==> config.mk <==
export PLATFORM = sky130hd
export DESIGN_NAME = lcd_spi_serialiser
export DESIGN_NICKNAME = d
export VERILOG_FILES = /design/src/rtl/lcd_spi_serialiser.sv
export SDC_FILE = /design/constraint.sdc
export NUM_CORES = 1
export LEC_CHECK = 0
export ABC_AREA = 1
export CORE_MARGIN = 4
export CORE_UTILIZATION = 45
export CTS_BUF_LIST = sky130_fd_sc_hd__clkbuf_4 sky130_fd_sc_hd__clkbuf_8
export DETAILED_ROUTE_END_ITERATION = 8
export MAX_ROUTING_LAYER = met4
export PLACE_DENSITY = 0.67
export SLEW_MARGIN = 20
export SYNTH_ARGS = -nofsm -noshare
export SYNTH_HDL_FRONTEND = slang
export SYNTH_SLANG_ARGS = --single-unit
export TNS_END_PERCENT = 30
==> constraint.sdc <==
create_clock -name clk -period 1.7 [get_ports clk]
set_input_delay 0.255 -clock clk [delete_from_list [all_inputs] [get_ports clk]]
set_output_delay 0.255 -clock clk [all_outputs]
set_load 0.03 [all_outputs]
==> src/rtl/lcd_spi_serialiser.sv <==
// lcd_spi_serialiser: mode-0 SPI transmitter for the LCD, 8/16-bit words with CS framing and per-word D/C
module lcd_spi_serialiser #(
    parameter int W_DIV = 8
) (
    input  logic             clk,
    input  logic             rst,
    input  logic [W_DIV-1:0] clkdiv,
    input  logic [15:0]      in_data,
    input  logic             in_size,
    input  logic             in_dc,
    input  logic             in_valid,
    output logic             in_ready,
    output logic             busy,
    output logic             lcd_cs,
    output logic             lcd_dc,
    output logic             lcd_sck,
    output logic             lcd_mosi
);
    typedef enum logic [2:0] {IDLE, SETUP, HIGH, LOW, HOLD, GAP} state_t;
    state_t           state;
    logic [W_DIV-1:0] cnt, cdiv, c_in;
    logic [14:0]      sr;
    logic [4:0]       bits;
    logic             done, last, acc;
    always_comb begin
        c_in = clkdiv == '0 ? W_DIV'(1) : clkdiv;
        done = cnt == '0;
        last = bits == 5'd1;
        acc  = in_valid && in_ready;
    end
    // sr holds the bits still to be sent after the one currently on lcd_mosi
    always_ff @(posedge clk or posedge rst) begin
        if (rst) begin
            state    <= IDLE;
            cnt      <= '0;
            cdiv     <= W_DIV'(1);
            sr       <= '0;
            bits     <= '0;
            in_ready <= 1'b0;
            busy     <= 1'b0;
            lcd_cs   <= 1'b1;
            lcd_dc   <= 1'b0;
            lcd_sck  <= 1'b0;
            lcd_mosi <= 1'b0;
        end else begin
            cnt <= cnt - W_DIV'(1);
            case (state)
                IDLE: in_ready <= 1'b1;
                SETUP, LOW: if (done) begin
                    state    <= HIGH;
                    cnt      <= cdiv - W_DIV'(1);
                    lcd_sck  <= 1'b1;
                    in_ready <= cdiv == W_DIV'(1) && last;
                end
                HIGH: if (!done) begin
                    in_ready <= cnt == W_DIV'(1) && last;
                end else begin
                    lcd_sck  <= 1'b0;
                    in_ready <= 1'b0;
                    cnt      <= cdiv - W_DIV'(1);
                    state    <= last ? HOLD : LOW;
                    if (!last) begin
                        sr       <= {sr[13:0], 1'b0};
                        lcd_mosi <= sr[14];
                        bits     <= bits - 5'd1;
                    end
                end
                HOLD: if (done) begin
                    state  <= GAP;
                    cnt    <= cdiv - W_DIV'(1);
                    lcd_cs <= 1'b1;
                end
                GAP: if (done) begin
                    state    <= IDLE;
                    busy     <= 1'b0;
                    in_ready <= 1'b1;
                end
                default: state <= IDLE;
            endcase
            // an accept in the last HIGH cycle overrides HOLD and streams straight into LOW
            if (acc) begin
                state    <= state == IDLE ? SETUP : LOW;
                cnt      <= c_in - W_DIV'(1);
                cdiv     <= c_in;
                sr       <= in_size ? in_data[14:0] : {in_data[6:0], 8'h00};
                bits     <= in_size ? 5'd16 : 5'd8;
                lcd_mosi <= in_size ? in_data[15] : in_data[7];
                lcd_dc   <= in_dc;
                lcd_cs   <= 1'b0;
                in_ready <= 1'b0;
                busy     <= 1'b1;
            end
        end
    end
endmodule

; ---- Word level (Yosys, flattened, before mapping)
; Index checks and enable logic that the tools add are counted.
[totals]
in_bits = 29
wordCells = 89
register_bits = 45
[op_classes]
n_addsub = 4
n_mux = 38
n_reduce_logical = 20
eq_ne = 16
[ops]
columns = cell, n
row1 = 15-bit two-way mux, 5
row2 = 8-bit two-way mux, 4
row3 = 5-bit two-way mux, 5
row4 = 8-bit by 1-bit subtractor with 8-bit output (second input constant), 3
row5 = 3-bit two-way mux, 6
row6 = 8-bit by 1-bit equality test with 1-bit output (second input constant), 2
row7 = 8-bit logical NOT, 2
row8 = 3-bit case mux with 5 select lines, 1
row9 = 1-bit two-way mux, 14
row10 = 3-bit inequality test (second input constant), 4
row11 = 2-bit nonzero test, 5
row12 = 3-bit AND reduction, 3
row13 = 3-bit by 2-bit equality test with 1-bit output (second input constant), 2
row14 = 3-bit equality test (second input constant), 2
row15 = 2-bit inequality test (second input constant), 3
row16 = 5-bit by 1-bit equality test with 1-bit output (second input constant), 1
row17 = 5-bit AND reduction, 1
row18 = 5-bit nonzero test, 1
row19 = 5-bit by 1-bit subtractor with 5-bit output (second input constant), 1
row20 = 1-bit case mux with 4 select lines, 1
row21 = 2-bit AND reduction, 2
row22 = 4-bit OR reduction, 1
row23 = 3-bit by 1-bit equality test with 1-bit output (second input constant), 1
row24 = 1-bit logical AND, 3
row25 = other kinds (5), 5

; ---- Longest topological paths before layout
[depth]
word_depth = 5
mapped_depth = 12

; ---- Least setup slack after synthesis
; Ideal clock, no wire load.
[synth_timing]
path_type = register to register
from = register in_ready
to = register sr[7]
path_buffers = 1
arrival_time_ns = 1.300
setup_time_ns = 0.126
path_slack_ns = 0.274
period_less_slack_ns = 1.426
stages_incl_launch_ff = 7
path_cell_list = dfrtp_1 nand2_1 clkinv_1 clkbuf_1 o22ai_1 nand2_1 o21ai_0
[synth_via]
elab_chain_len = 3
elab_cells_between_ends = 6
cone_classes = eq/ne: 1 / mux: 1 / reduce/logical: 4
[synth_rtl]
columns = element, line
row1 = "start, declared", 12  ; output logic in_ready,
row2 = "start signal, assigned", 53  ; in_ready <= cdiv == W_DIV'(1) && last;
row3 = "start signal, assigned", 56  ; in_ready <= cnt == W_DIV'(1) && last;
row4 = 1-bit logical AND *, 29  ; acc = in_valid && in_ready;
row5 = 2-bit by 1-bit inequality test with 1-bit output (no source line) or 2-bit nonzero test (tied branches), n/a
row6 = 3-bit AND reduction (no source line), n/a
row7 = "end signal, assigned", 63  ; sr <= {sr[13:0], 1'b0};
row8 = "end signal, assigned", 85  ; sr <= in_size ? in_data[14:0] : {in_data[6:0], 8'h00};
row9 = "end, declared", 22  ; logic [14:0] sr;
; Every way passes the cells marked *; elsewhere a longest branch is shown, timed or not.
; A chain may end at the register's enable or synchronous reset.

; ---- Final worst setup path
[layout_timing]
from = register in_ready
to = output in_ready
; No word-level cell between the ends.

==> impl_results.md <==
* XOR/XNOR Fraction of Synth Area at 1.82%
* Largest family of logic cells by synthesized area: simple AND/OR/NAND/NOR gates
* Io pins at 35
* HP Class: primary input to async pin
* Final hold slack at 0.288 ns
* Distinct cells, synth at 35
* Synth Area in Adders at 3.48%
* Area growth syn-to-layout at 23.4%
* Worst r2r src: cnt[4]
* Slew of the pin with the lowest slew margin at 0.384 ns
* Worst VDD drop at 0.433 mV
* Final net count at 494
* CP delay by family, top: buffers and inverters
* ANT cells at 0
* Hold buffers post-CTS at 0
* EDFF count, synth at 0
* Critical Path Sink Type: output port
* Detailed Route Iter0 Violations at 127
* Area of the multi-input gates at 1440 sq um
* Vias at 2730
* Synth Instances at 407
* Drt pass-1 iters at 4
* Clk root buf: clkbuf_8
* Layout cells sized above 1 at 11.4%
* CTS Buf Count at 5
* Worst setup startpoint: in_ready
* # DRC at 0
* Slew Viols, Final at 0
* Static Leak at 1.76 nW
* Post-synthesis mux area share at 0%
* Max-cap check violation count at 0
* Synth Warn # at 0
* Crit Path Class: flop to output port
* Port Buffers at 34
* Drt total wl at 6710 um
* Worst setup margin at 0.0814 ns
* Avg WL per Cell at 12.6 um
* Main synth FF type: dfrtp_1
* Worst skew pair latency at 0.31 ns
* Syn Area/Cell at 7.08 sq um
* CTS HTree Levels at 2
* Largest net degree at the start of global routing at 46
* First-pass GRT wire length at 11400 um
* Cell taking the most area after synthesis: dfrtp_1
* Slew margin rel. at 74.4%
* Reg area at 1130 sq um
* Synth Net Count at 444
* Design area at 3550 sq um
* CTS tree: built
* Non-filler instance count after layout at 533
* P per Cell Area at 540 nW/um^2
* Vias per cell at 5.12
* Die W at 88.0 um
* Total GRT Usage at 18.9%
* Critical Path AT at 1.36 ns
* Setup violations, final at 0
* Dpl hpwl at 4950 um
* Placed inst area at 3410 sq um
* Max incr delay on CP at 0.68 ns
* Die H at 88.0 um
* Clock buffer depth at 2
* Starting Density at 47.5%
* Final min period at 1.62 ns
* Placed instance count at 523
* FF+latch count, synth at 45
* Die area at 7740 sq um
* WP data required at 1.44 ns
* Final hold violation count at 0
* Critical path fanouts, max at 3
* Overflow after GRT at 0
* CP startpoint kind: flop
* Setup Slack @ Placement at -0.236 ns
* Global placer's final weighted congestion at 0.853
* Antenna violations before repair at 0
* Core box area at 6060 sq um
* Complex-gate fraction of the synthesized area at 17.2%
* Ranking of synthesized cells by area: dfrtp_1 37%, nand2_1 13%, o21ai_0 9.0%, inv_1 8.5%, nand3_1 5.7%
* Fin crit share at 95.2%
* FMAX at 618 MHz
* Synth top area share at 37.4%
* Synthesized-area fraction occupied by and/or/nand/nor cells at 26.7%
* Sequential share of the synthesized area at 39.2%
* Clock Skew at 0.0132 ns
* Buf+Inv Stages, Crit Path at 1
* Core Rows at 28
* FFs w/ async S/R, synth at 100%
* Synthesized cell area at 2880 sq um
* Vias in the first global route at 2544
* CTS sink count at 45
* Final antenna-violating net count at 0
* Worst-path clk slew at 0.10 ns
* CP Cell Sequence: clkdlybuf4s50_1
* Status: complete, no violations
* Fill cell count at 580
* Slowest CP cell: clkdlybuf4s50_1
## timing repair
action | 4_1_cts | 5_1_grt
pin swaps | 0 | 4
buffers inserted | 0 | 1
setup endpoints to repair | 1 | 5
resized for setup | 1 | 10
cloned | 0 | 1
## path summary, 6_finish.rpt
| kind | depth (start not counted) | slack (ns) | endpoint |
|---|---|---|---|
| max | 1 | 0.08 | in_ready |
| min | 3 | 0.29 | state[2] |
| max reg2reg | 7 | 0.14 | sr[10] |
| min reg2reg | 2 | 0.49 | lcd_dc |
| max in group asynchronous | 3 | 1.14 | lcd_cs |
| min in group clk | 3 | 0.48 | lcd_dc |
## power breakdown
group / leakage (nW) / internal [mW] / switching (mW)
Sequential: 0.481 / 1.07 / 0
Combinational: 1.23 / 0.0900 / 0.0723
Clock: 0.0445 / 0.292 / 0.396
Total: 1.76 / 1.45 / 0.468
## sequential cells by signal, summed over array words and instances, names as in the netlist
register	cells
bits	5
lcd_sck	1
state	3
cnt	8
cdiv	8
lcd_mosi	1
in_ready	1
lcd_cs	1
lcd_dc	1
sr	15
busy	1
## logic make-up (layout without fill, tap and decap cells)
| family | Yosys count | in the layout |
|---|---|---|
| AOI/OAI and AO/OA | 90 | 90 |
| buffers and inverters | 81 | 132 |
| and+or+nand+nor | 177 | 177 |
| adders and majority gates | 8 | 8 |
| xor gates and xnor gates | 6 | 6 |
| DFF | 45 | 45 |
## synthesized netlist by cell type, types with 3 or more instances
library cell  count
a21oi_1          14
buf_4             3
clkbuf_1          5
dfrtp_1          43
ha_1              8
inv_1            65
nand2_1          98
nand3_1          33
nor2_1           33
nor3_1            4
o211ai_1          3
o21ai_0          52
o21ai_1           5
o22ai_1           8
o31ai_1           3
xor2_1            4
## cell usage in the layout (no fill, tap or decap), types with 2 or more instances in the layout
cell              n
buf_4            19
o211ai_1          3
ha_1              7
o31ai_1           3
buf_12            2
o22ai_1           8
o21ai_1           7
nor3_1            3
nand2_2           5
clkdlybuf4s50_1  33
inv_2             3
nand2_1          95
clkinv_1          2
nand3_1          33
nor2_2            3
xnor2_1           2
dfrtp_1          43
a21oi_1          14
nor2_1           31
dfstp_2           2
clkbuf_8          5
nor2_4            2
o21ai_0          50
inv_1            63
xor2_1            4
## routing by layer
layer	vias up	global-route usage, %	wire (um)
met2	49	29.0	3080
met4	0	5.44	62
met5	-	-	0
met1	1272	26.3	3340
li1	1404	-	-
met3	5	2.54	223
## per-stage QoR
stage / util [%] / TNS (ns) / total power [mW]
detailed placement: 56.3 / -0.999 / 1.25
floorplan: - / 0 / 1.14
global route: 58.6 / -0.00838 / 2.01
global placement: 56.3 / -0.617 / 1.25
CTS: 57.8 / 0 / 1.93
finish: 58.6 / 0 / 1.92
## final cells by class
class	count	share of cell area [%]
sequential	45	31.8
inverter	68	7.18
multi-input combinational	281	40.5
tap	75	2.64
clock buffer	5	1.94
clock inverter	3	0.599
timing repair buffer	56	15.4
Power figures use the tool's default switching activity.
